## src/rtl/pipe_stage_reg.sv

```systemverilog
// rtl/pipe_stage_reg.sv - elastic valid/ready pipeline register with flush and optional skid entry
//
// Purpose: one-entry (or two-entry with skid) registered pipeline stage for
// the MIPS inter-stage registers. Stall = OutReady low, bubble = OutValid low.
//
// Ports:
//   Clock     in   rising-edge clock
//   NReset    in   asynchronous active-low reset
//   Flush     in   synchronous clear of all held entries
//   DataIn    in   [WIDTH] upstream payload
//   InValid   in   upstream payload valid
//   InReady   out  stage can accept (transfer on InValid && InReady)
//   Q         out  [WIDTH] head entry
//   NQ        out  [WIDTH] ~Q
//   OutValid  out  Q holds a valid entry
//   OutReady  in   downstream accepts (transfer on OutValid && OutReady)
//   Count     out  [2] occupied entries
//
// Build option: define PIPE_STAGE_REG_SKID_EN to add the skid entry, which
// makes InReady a registered signal (no OutReady -> InReady path).

module pipe_stage_reg #(
   parameter int unsigned      WIDTH       = 32,
   parameter logic [WIDTH-1:0] RESET_VALUE = {WIDTH{1'b0}}
) (
   input  logic             Clock,
   input  logic             NReset,
   input  logic             Flush,
   input  logic [WIDTH-1:0] DataIn,
   input  logic             InValid,
   output logic             InReady,
   output logic [WIDTH-1:0] Q,
   output logic [WIDTH-1:0] NQ,
   output logic             OutValid,
   input  logic             OutReady,
   output logic [1:0]       Count
);

   logic [WIDTH-1:0] data_q, data_d;
   logic             valid_q, valid_d;
   logic             in_fire;
   logic             out_fire;

   assign in_fire  = InValid & InReady;
   assign out_fire = valid_q & OutReady;

`ifdef PIPE_STAGE_REG_SKID_EN

   logic [WIDTH-1:0] skid_data_q, skid_data_d;
   logic             skid_valid_q, skid_valid_d;

   // Only the Flush gating is combinational; the rest comes from a flop.
   assign InReady = ~skid_valid_q & ~Flush;

   always_comb begin
      data_d       = data_q;
      valid_d      = valid_q;
      skid_data_d  = skid_data_q;
      skid_valid_d = skid_valid_q;
      if (Flush) begin
         // A downstream transfer this cycle still completes; contents go afterwards.
         data_d       = RESET_VALUE;
         valid_d      = 1'b0;
         skid_data_d  = RESET_VALUE;
         skid_valid_d = 1'b0;
      end else if (skid_valid_q) begin
         // Two entries held, InReady is low: only draining is possible.
         if (out_fire) begin
            data_d       = skid_data_q;
            skid_valid_d = 1'b0;
         end
      end else if (valid_q) begin
         if (in_fire && out_fire) begin
            data_d = DataIn;
         end else if (in_fire) begin
            // Downstream stalled: park the beat in the skid entry.
            skid_data_d  = DataIn;
            skid_valid_d = 1'b1;
         end else if (out_fire) begin
            valid_d = 1'b0;
         end
      end else if (in_fire) begin
         data_d  = DataIn;
         valid_d = 1'b1;
      end
   end

   always_ff @(posedge Clock or negedge NReset) begin
      if (!NReset) begin
         skid_data_q  <= RESET_VALUE;
         skid_valid_q <= 1'b0;
      end else begin
         skid_data_q  <= skid_data_d;
         skid_valid_q <= skid_valid_d;
      end
   end

   // valid_q is always set while the skid entry is occupied.
   assign Count = {skid_valid_q, valid_q & ~skid_valid_q};

`else

   assign InReady = (~valid_q | OutReady) & ~Flush;

   always_comb begin
      data_d  = data_q;
      valid_d = valid_q;
      if (Flush) begin
         data_d  = RESET_VALUE;
         valid_d = 1'b0;
      end else if (in_fire) begin
         // Covers both the empty case and the simultaneous in+out case.
         data_d  = DataIn;
         valid_d = 1'b1;
      end else if (out_fire) begin
         valid_d = 1'b0;
      end
   end

   assign Count = {1'b0, valid_q};

`endif

   always_ff @(posedge Clock or negedge NReset) begin
      if (!NReset) begin
         data_q  <= RESET_VALUE;
         valid_q <= 1'b0;
      end else begin
         data_q  <= data_d;
         valid_q <= valid_d;
      end
   end

   assign Q        = data_q;
   assign NQ       = ~data_q;
   assign OutValid = valid_q;

endmodule
```

## config.mk

```make
export PLATFORM = sky130hd
export DESIGN_NAME = pipe_stage_reg
export DESIGN_NICKNAME = d
export VERILOG_FILES = /design/src/rtl/pipe_stage_reg.sv
export SDC_FILE = /design/constraint.sdc
export NUM_CORES = 1
export LEC_CHECK = 0
export CORE_MARGIN = 10
export CORE_UTILIZATION = 38
export DETAILED_ROUTE_END_ITERATION = 6
export GPL_TIMING_DRIVEN = 0
export PLACE_DENSITY = 0.9
export SETUP_SLACK_MARGIN = 0.5
export SKIP_LAST_GASP = 1
export SLEW_MARGIN = 20
export SYNTH_ARGS = -nofsm -noshare
export SYNTH_HDL_FRONTEND = slang
export SYNTH_SLANG_ARGS = --single-unit
```

## constraint.sdc

```tcl
create_clock -name Clock -period 1.25 [get_ports Clock]
set_input_delay 0.1875 -clock Clock [delete_from_list [all_inputs] [get_ports Clock]]
set_output_delay 0.1875 -clock Clock [all_outputs]
set_load 0.05 [all_outputs]
```

==> results of run 1 <==
==> through the flow <==
stage | total power [mW] | hold slack [ns] | setup slack (ns) | cells
final | 3.35 | -0.160 | -0.0823 | 366
after global routing | 3.50 | -0.142 | -0.123 | 366
after CTS | 3.33 | -0.158 | -0.0430 | 362
after detailed placement | 2.42 | 0.146 | -0.588 | 337
after global placement | 2.40 | 0.544 | -0.841 | 336
after floorplan | 1.94 | -0.108 | -0.0494 | 180
==> where the power goes <==
part           leakage [nW]  switching, mW  internal [mW]
Clock                0.0395          0.358          0.395
Combinational          1.12          0.775          0.605
Sequential            0.435         0.0770           1.14
==> cells by family after synthesis <==
kind of cell           synth area share
buffers and inverters             0.129
flip-flops                        0.454
multiplexers                      0.176
other                           0.00206
AND/OR/NAND/NOR                   0.239
==> timing repair <==
item | CTS | global route
resized for setup | 477 | 27
endpoints found under the setup margin | 100 | 100
buffers inserted | 16 | 3
cloned | 1 | 1
hold endpoints to repair | 15 | 15
==> worst max-delay path: cells and delay by family, from the launching register on <==
family,cells,cell delay [ns]
buf+inv,2,0.35
flops,1,0.41
mux,1,0.23
simple gates,2,0.25
==> final timing paths <==
check	start	to
hold / removal	NReset	Q[14]
hold reg to reg	Q[29]	Q[29]
setup reg to reg	OutValid	Q[18]
setup / recovery	OutValid	Q[18]
min in group Clock	Flush	OutValid
max in group asynchronous	NReset	Q[5]
==> routing by layer <==
layer | vias to the layer above | global-route usage
li1 | 795 | -
met1 | 798 | 0.145
met2 | 71 | 0.262
met3 | 6 | 0.0620
met4 | 0 | 0.0347
met5 | - | 0
==> sequential cells by signal (all words and copies together) (netlist names) <==
name,cells
Q,32
OutValid,1
==> layout by cell type, fill, tap and decap left out, types with 5 or more instances in the layout <==
cell type and n:
clkbuf_1 9, buf_4 21, inv_2 15, mux2i_1 29, buf_6 53, dfrtp_1 30, nand2b_1 64, clkdlybuf4s50_1 34
inv_1 15, clkbuf_8 5, buf_8 15
==> layout make-up <==
class                      instances  share of cell area
buffer                            13              0.0337
clock buffer                       8              0.0237
inverter                          32              0.0378
multi-input combinational        102               0.231
sequential                        33               0.246
tap                               54              0.0200
timing repair buffer             124               0.408
==> results.json, run 1 <==
{
  "leakagePower_nw": 1.59,
  "hold_path_class": "in -> async",
  "numCtsBuffers": 5,
  "syn-num-nets": 217,
  "synth_cell_types": 13,
  "min_period_ns": 1.33,
  "placed_area_sq_um": 2940,
  "num_antenna_cells": 0,
  "start_kind": "flip-flop",
  "areaGrowthSynthToFinish_pct": 85.8,
  "status": "finished, violations left",
  "hold_violations": 15,
  "die_w_um": 89.2,
  "dr.pass1.iters": 4,
  "finalClockSkew_ns": 0.00123,
  "max_freq_mhz": 751,
  "grt_use_total": 0.143,
  "dieArea_sq_um": 7950,
  "crit_chain": "nor2b_4 -> nor2b_2 -> buf_6 -> clkbuf_16 -> mux2i_1",
  "syn_area_per_cell_sq_um": 10.1,
  "hold_slack_ns": -0.160,
  "finalMaxSlewViolations": 0,
  "ctsHtreeMaxLevel": 2,
  "crit_path_top_delay_cell": "dfrtp_2",
  "final-setup-viol-count": 18,
  "multi_input_area_sq_um": 781,
  "synth_ff_type": "dfrtp_1",
  "met2_length_um": 3050,
  "clkSinkCount": 33,
  "fill_cells": 353,
  "placementRows": 25,
  "synth-seq-area-share": 0.454,
  "place_congestion": 0.675,
  "hpwl_um": 4280,
  "power_density_nw_per_um2": 990,
  "grt_remaining_overflow": 0,
  "cts.clk_slew.worst_paths_ns": 0.06,
  "netlist_area_sq_um": 1820,
  "yosysMostFrequentCell": "nand2b_1",
  "core-area_sq_um": 4690,
  "async_flop_share": 1.00,
  "vias": 1670,
  "clk_latency_ns": 0.28,
  "cts_tree": "yes",
  "nNetsFinal": 348,
  "synth_common_cells": "nand2b_1, dfrtp_1, inv_1, mux2i_1, clkbuf_1",
  "postSynthCellCount": 180,
  "io_pins": 105,
  "synth_top_cell_by_area": "dfrtp_1",
  "grt_max_degree": 19,
  "seq_area_sq_um": 830,
  "rsz0062_at_grt": "yes",
  "yosys_warnings": 0,
  "drt-initial-drc-count": 24,
  "synth.top_cells.by_area": "dfrtp_1, nand2b_1, mux2i_1",
  "grt_pass1_vias": 1796,
  "rrSetupSlack_ns": -0.08,
  "maxCapViolCount": 0,
  "worstSetupPathType": "reg -> reg",
  "vias_per_cell": 4.56,
  "drc": 0,
  "start_util": 0.387,
  "root_buffer": "clkbuf_8",
  "cp_slowest_stage_delay_ns": 0.41,
  "met3_length_um": 562,
  "ant_nets": 0,
  "die_h_um": 89.2,
  "end_kind": "flip-flop",
  "yosys.area.top_type_share": 0.454,
  "period_share": 1.07,
  "final_cell_area_sq_um": 3380,
  "cts_buffer_depth": 2,
  "vdd_drop_max_v": 0.000527,
  "top_layer": "met4",
  "setup_tns_ns": -0.366,
  "utilization": 0.720,
  "grt_pass1_wl_um": 8870,
  "synth-seq-cells": 33,
  "io_buffers": 102,
  "cp_max_fo": 6,
  "wl_per_cell_um": 16.0,
  "reg2reg_depth": 5,
  "synth_edf_count": 0,
  "layout_setup_ws_ns": -0.0823,
  "critPathRequiredTime_ns": 1.43,
  "drive_above_1_share": 0.410,
  "crit_arrival_ns": 1.52,
  "antenna_found_initial": 0,
  "violations": "negative hold slack, negative setup slack",
  "wl_met1_um": 2210,
  "wirelength_um": 5860
}
(Power assumes the default switching activity.)
==> inputs of run 2 (changes only) <==
--- a/config.mk
+++ b/config.mk
@@ -9,6 +9,7 @@
 export CORE_UTILIZATION = 38
 export DETAILED_ROUTE_END_ITERATION = 6
 export GPL_TIMING_DRIVEN = 0
+export HOLD_SLACK_MARGIN = 0.06
 export PLACE_DENSITY = 0.9
 export SETUP_SLACK_MARGIN = 0.5
 export SKIP_LAST_GASP = 1
==> results of run 2 <==
No change in the layout: final DEF, timing and power equal those of run 1.
